File: config.mk
export PLATFORM = sky130hd
export DESIGN_NAME = adxl_spi_reader
export DESIGN_NICKNAME = d
export VERILOG_FILES = /design/src/rtl/adxl_spi_reader.sv
export SDC_FILE = /design/constraint.sdc
export NUM_CORES = 1
export LEC_CHECK = 0
export CAP_MARGIN = 20
export CORE_ASPECT_RATIO = 0.9
export CORE_MARGIN = 5
export CORE_UTILIZATION = 35
export DETAILED_ROUTE_END_ITERATION = 8
export GPL_ROUTABILITY_DRIVEN = 0
export HOLD_SLACK_MARGIN = 0.03
export PLACE_DENSITY_LB_ADDON = 0.25
export SLEW_MARGIN = 0
export SYNTH_ARGS = -nofsm -noshare
export SYNTH_HDL_FRONTEND = slang
export SYNTH_SLANG_ARGS = --single-unit
File: constraint.sdc
create_clock -name ClkPort -period 2.4 [get_ports ClkPort]
set_input_delay 0.48 -clock ClkPort [delete_from_list [all_inputs] [get_ports ClkPort]]
set_output_delay 0.48 -clock ClkPort [all_outputs]
set_load 0.03 [all_outputs]
File: src/rtl/adxl_spi_reader.sv
// adxl_spi_reader: SPI mode-0 master that puts an ADXL-style accelerometer in
// measurement mode once, then periodically reads the X/Y/Z registers.
module adxl_spi_reader #(
  parameter int SCLK_HALF  = 12,
  parameter int SAMPLE_GAP = 100000
) (
  input  logic       ClkPort,
  input  logic       Reset_n,
  input  logic       MISO,
  output logic       SCLK,
  output logic       MOSI,
  output logic       CS_n,
  output logic [7:0] acc_x,
  output logic [7:0] acc_y,
  output logic [7:0] acc_z,
  output logic       data_valid,
  output logic       busy
);
  // The gap never drops below one full bit time so CS_n stays high long enough.
  localparam int GAP_N = SAMPLE_GAP > 2 * SCLK_HALF ? SAMPLE_GAP : 2 * SCLK_HALF;
  localparam int GW    = GAP_N > 1 ? $clog2(GAP_N) : 1;
  localparam int HW    = SCLK_HALF > 1 ? $clog2(SCLK_HALF) : 1;
  typedef enum logic [2:0] {RST, INIT, GAP, READ, LATCH} state_t;
  state_t        state_q, state_d;
  logic [HW-1:0] half_q, half_d;
  logic [5:0]    bit_q, bit_d;
  logic [GW-1:0] gap_q, gap_d;
  logic [39:0]   tx_q, tx_d;
  logic [23:0]   rx_q, rx_d, acc_q, acc_d;
  logic          sclk_q, sclk_d, cs_n_q, cs_n_d, tail_q, tail_d, dv_q, dv_d;
  logic          half_end, last_bit;
  assign half_end = half_q == HW'(SCLK_HALF - 1);
  assign last_bit = bit_q == (state_q == INIT ? 6'd23 : 6'd39);
  always_comb begin
    state_d = state_q;
    half_d  = half_q;
    bit_d   = bit_q;
    gap_d   = gap_q;
    tx_d    = tx_q;
    rx_d    = rx_q;
    acc_d   = acc_q;
    sclk_d  = sclk_q;
    cs_n_d  = cs_n_q;
    tail_d  = tail_q;
    dv_d    = 1'b0;
    case (state_q)
      RST: begin
        state_d = INIT;
        cs_n_d  = 1'b0;
        tx_d    = {24'h0A2D02, 16'h0000};
      end
      INIT, READ: begin
        half_d = half_end ? '0 : half_q + 1'b1;
        if (half_end) begin
          // Tail phase: SCLK already low after the last fall; now release CS_n.
          if (tail_q) begin
            cs_n_d  = 1'b1;
            tail_d  = 1'b0;
            bit_d   = '0;
            tx_d    = '0;
            state_d = state_q == INIT ? GAP : LATCH;
          end else if (!sclk_q) begin
            sclk_d = 1'b1;
            rx_d   = (state_q == READ && bit_q >= 6'd16) ? {rx_q[22:0], MISO} : rx_q;
          end else begin
            sclk_d = 1'b0;
            tail_d = last_bit;
            bit_d  = last_bit ? bit_q : bit_q + 1'b1;
            tx_d   = last_bit ? tx_q : {tx_q[38:0], 1'b0};
          end
        end
      end
      GAP: begin
        gap_d = gap_q + 1'b1;
        if (gap_q == GW'(GAP_N - 1)) begin
          gap_d   = '0;
          state_d = READ;
          cs_n_d  = 1'b0;
          tx_d    = {16'h0B08, 24'h000000};
        end
      end
      LATCH: begin
        acc_d   = rx_q;
        dv_d    = 1'b1;
        state_d = GAP;
      end
      default: state_d = RST;
    endcase
  end
  always_ff @(posedge ClkPort or negedge Reset_n) begin
    if (!Reset_n) begin
      state_q <= RST;
      half_q  <= '0;
      bit_q   <= '0;
      gap_q   <= '0;
      tx_q    <= '0;
      rx_q    <= '0;
      acc_q   <= '0;
      sclk_q  <= 1'b0;
      cs_n_q  <= 1'b1;
      tail_q  <= 1'b0;
      dv_q    <= 1'b0;
    end else begin
      state_q <= state_d;
      half_q  <= half_d;
      bit_q   <= bit_d;
      gap_q   <= gap_d;
      tx_q    <= tx_d;
      rx_q    <= rx_d;
      acc_q   <= acc_d;
      sclk_q  <= sclk_d;
      cs_n_q  <= cs_n_d;
      tail_q  <= tail_d;
      dv_q    <= dv_d;
    end
  end
  assign SCLK       = sclk_q;
  assign MOSI       = tx_q[39];
  assign CS_n       = cs_n_q;
  assign busy       = ~cs_n_q;
  assign data_valid = dv_q;
  assign acc_x      = acc_q[23:16];
  assign acc_y      = acc_q[15:8];
  assign acc_z      = acc_q[7:0];
endmodule

; Word level (Yosys, flattened, before mapping)
; Index checks and enable logic that the tools add are counted.
[word_totals]
word_cells = 68
latchBits = 0
out_inout_bits = 29
mem_bits_rw = 0
mem_bits_ro = 0
ff_bits = 122
memories = 0
[classes]
muxes = 25
add_sub_neg = 3
shift = 0
n_mul = 0
reduce_logical = 12
n_lt_le_gt_ge = 1
div_mod_pow = 0
bitwise = 3
eq_ne = 13
[ops]
columns = cell, count
row1 = two-way mux 40 bit, 5
row2 = one-hot mux 40 bit (3 select lines), 1
row3 = two-way mux 6 bit, 4
row4 = adder 17 x 1 -> 17 bit (second input constant), 1
row5 = equality test 17 bit (second input constant), 1
row6 = two-way mux 17 bit, 1
row7 = two-way mux 3 bit, 4
row8 = one-hot mux 3 bit (4 select lines), 1
row9 = AND reduction 5 bit, 2
row10 = inequality test 2 bit (second input constant), 4
row11 = AND reduction 4 bit, 2
row12 = two-way mux 1 bit, 7
row13 = adder 6 x 1 -> 6 bit (second input constant), 1
row14 = equality test 3 x 2 -> 1 bit (second input constant), 2
row15 = equality test 6 bit, 1
row16 = >= comparator 6 x 5 -> 1 bit (second input constant), 1
row17 = inequality test 3 bit (second input constant), 2
row18 = AND reduction 3 bit, 2
row19 = adder 4 x 1 -> 4 bit (second input constant), 1
row20 = equality test 4 bit (second input constant), 1
row21 = two-way mux 4 bit, 1
row22 = equality test 3 x 1 -> 1 bit (second input constant), 1
row23 = equality test 3 bit (second input constant), 1
row24 = logical NOT 3 bit, 1
row25 = other kinds (7), 9

; Logic depth before layout (Yosys ltp)
[depth]
depth_word = 8
ltp_mapped = 8

; Worst setup path after synthesis
; Ideal clock, no wire load.
[synth_timing]
kind = reg2reg
from = register gap_q[0]
to = register tx_q[22]
t_required_ns = 2.282
setup_slack_ns = 0.397
n_path_buf = 2
setup_time_ns = 0.118
stages_incl_launch_ff = 9
arrival_time_ns = 1.885
path_cell_list = dfrtp_1 > ha_1 > and4_1 > nand4_2 > and2_4 > or3_1 > buf_6 > buf_6 > a21o_1
[synth_between]
elab_chain_len = 3
[synth_lines]
columns = element, line
row1 = from (decl), 27  ; logic [GW-1:0] gap_q, gap_d;
row2 = from (signal assigned), 107  ; gap_q <= gap_d;
row3 = equality test 17 bit, 75  ; if (gap_q == GW'(GAP_N - 1)) begin
row4 = inequality test 2 bit (no line), --
row5 = AND reduction 5 bit (no line), --
row6 = to (signal assigned), 108  ; tx_q <= tx_d;
row7 = to (decl), 28  ; logic [39:0] tx_q, tx_d;
; No other way between the ends.
; A chain may end at the register's enable or synchronous reset.

; Final worst setup path
[layout_timing]
from = register sclk_q, in the netlist SCLK
to = output SCLK
[layout_rtl]
columns = element, line
row1 = from (decl), 30  ; logic sclk_q, sclk_d, cs_n_q, cs_n_d, tail_q, tail_d, dv_q, dv_d;
row2 = from (signal assigned), 111  ; sclk_q <= sclk_d;
row3 = to (decl), 10  ; output logic SCLK,
; No word-level cell between the ends.

==> results.cfg <==
[clocking]
tritoncts = built
clk_pin_slew_ns = 0.07
cts_max_level = 3
hold_buffers = 0
clk_latency_ns = 0.34
clkSinkCount = 105
cts_setup_buffers = 0
cts_buffers = 9
clockBufferDepth = 2
cts_root_buffer = clkbuf_16

[placed_design]
dp_hpwl_um = 5860
io_buffers = 31

[worst_setup_path]
cp.depth = 1
crit_required_ns = 1.92
path_buf_inv = 1
crit_type = reg -> out
slowest_stage = clkdlybuf4s50_1
ff2ff_setup_slack_ns = 0.30
endpoint_kind = output pin
arrival_ns = 1.68
path_cells = clkdlybuf4s50_1
max_stage_delay_ns = 0.75
crit_fanout = 12
cp-start-kind = flop
cp_top_family = buffers and inverters
reg2regPathDepth = 6

[sta]
min_period_ns = 2.159
final.setup_skew_ns = 0.003832
min_period_over_period_pct = 89.97
relSlewSlack_pct = 57.60
rsz0062_at_grt = no
max_freq_ghz = 0.4631
hold_slack_ns = 0.1539
hold_viol = 0
tns_ns = 0
setup_viol = 0
finalMaxSlewViolations = 0
worst_slew_pin_slew_ns = 0.6360

[die]
num_rows = 39
floorplan.initialDensity_pct = 36.03
dieHeight_um = 119.1
die-area_mm2 = 0.01562
core_mm2 = 0.01283
die_w_um = 131.2
ios = 32

[yosys]
synth-main-ff-cell = dfrtp_1
synth_cells = 394
ys_seq_area_share_pct = 56.85
yosys_warnings = 0
synthArstFlopShare_pct = 100.0
netlist_area_mm2 = 0.004624
synth-seq-cells = 105
syn_nets = 400
synth_cell_types = 51
synth.avg_cell_area_um2 = 11.74
synth_edf_count = 0

[global_routing]
overflow = 0
antenna_found_initial = 0
grt_pass1_vias = 3111
grt_max_degree = 47
grt_usage_pct = 11.92
grt_first_pass_wirelength_um = 15650

[power_and_ir_drop]
p_leak_uw = 0.002604
power.density_mw_per_mm2 = 609.2
ir_drop_v = 0.0003347

[detailed_routing]
viasPerCell = 5.040
vias = 3019
first_pass_iters = 4
routedWlPerCell_um = 14.50
drt_iter0_drc = 204
detail-route-antenna-nets = 0
routed_wl_um = 8687
drc_errors = 0

[finish]
layout-drive-gt1-share_pct = 21.15
nets = 436
final_cell_mix = 104 x dfrtp_1, 48 x mux2_2, 41 x nand2_1, 32 x nor2_1, 30 x clkdlybuf4s50_1
n_antenna_cell = 0
mostFrequentLayoutCell = dfrtp_1
area_growth_pct = 18.43

[job]
cap_violations = 0

[min_path]
hold_class = in -> async

[run_status]
outcome = finished clean
stage by stage:
step                      worst slack, ns  instance area [µm²]  cells  total power (µW)  utilization [%]
final                              0.2408                 5477    599              3336            42.67
after global routing               0.1508                 5477    599              3465            42.67
after CTS                          0.1226                 5472    599              3390            42.63
after detailed placement           0.1423                 5159    583              1853            40.20
after global placement             0.2294                 5159    583              1852            40.20
after floorplan                    0.3972                 4624    394              1805                -
Yosys cell counts (7+ instances only):
cell type	instances	area (µm²)
clkbuf_1	8	30.03
xnor2_1	8	70.07
dfrtp_1	104	2603
buf_2	9	45.04
inv_1	9	33.78
nand4_1	7	43.79
nor2_1	32	120.1
a21oi_1	11	55.05
nand2_1	41	153.9
mux2_2	48	540.5
a21o_1	19	142.6
nor4_1	9	56.30
layout make-up:
class / count / area, µm²
repair buffers: 45 / 437.9
clock buffers: 10 / 239.0
well taps: 164 / 205.2
multi-input cells: 260 / 1858
clock inverters: 6 / 73.82
flip-flops and latches: 105 / 2629
fillers: 1217 / 7357
inverters: 9 / 33.78
per-layer routing:
metal | routed length [µm] | global-route usage [%]
met1 | 4184 | 16.26
met2 | 4092 | 18.50
met3 | 288 | 3.457
met4 | 121 | 3.506
met5 | 0 | 0
timing repair:
action | CTS | global route
resized for setup | 0 | 1
endpoints found under the setup margin | 0 | 16
endpoints found under the hold margin | 0 | 0
cell families (layout without fill, tap and decap cells):
| family | after synthesis | after routing | synth area share, % |
|---|---|---|---|
| compound gates | 57 | 57 | 8.577 |
| buf+inv | 29 | 70 | 3.084 |
| xor+xnor | 12 | 12 | 2.273 |
| flops | 105 | 105 | 56.85 |
| fa+ha+maj | 3 | 3 | 0.8118 |
| mux | 53 | 53 | 12.77 |
| simple gates | 135 | 135 | 15.64 |
final timing paths:
check,start,to
max,SCLK,SCLK
min,Reset_n,half_q[0]
max reg2reg,gap_q[0],tx_q[19]
min reg2reg,tx_q[18],tx_q[18]
max in group asynchronous,Reset_n,acc_q[10]
min in group ClkPort,tx_q[18],tx_q[18]
power breakdown:
part | leakage [µW] | internal (µW) | total [µW] | switching (µW)
Clock | 0.000153 | 852 | 1520 | 670
Combinational | 0.00104 | 9.61 | 44.9 | 35.3
Sequential | 0.00142 | 1770 | 1770 | 0.570
Total | 0.00260 | 2630 | 3340 | 706
sequential cells by signal (all words and copies together) (netlist names):
signal / flops
half_q: 4
data_valid: 1
CS_n: 1
acc_q: 24
gap_q: 17
SCLK: 1
rx_q: 24
state_q: 3
tail_q: 1
tx_q: 23
bit_q: 6
No activity file was read; power rests on OpenSTA's default activity.
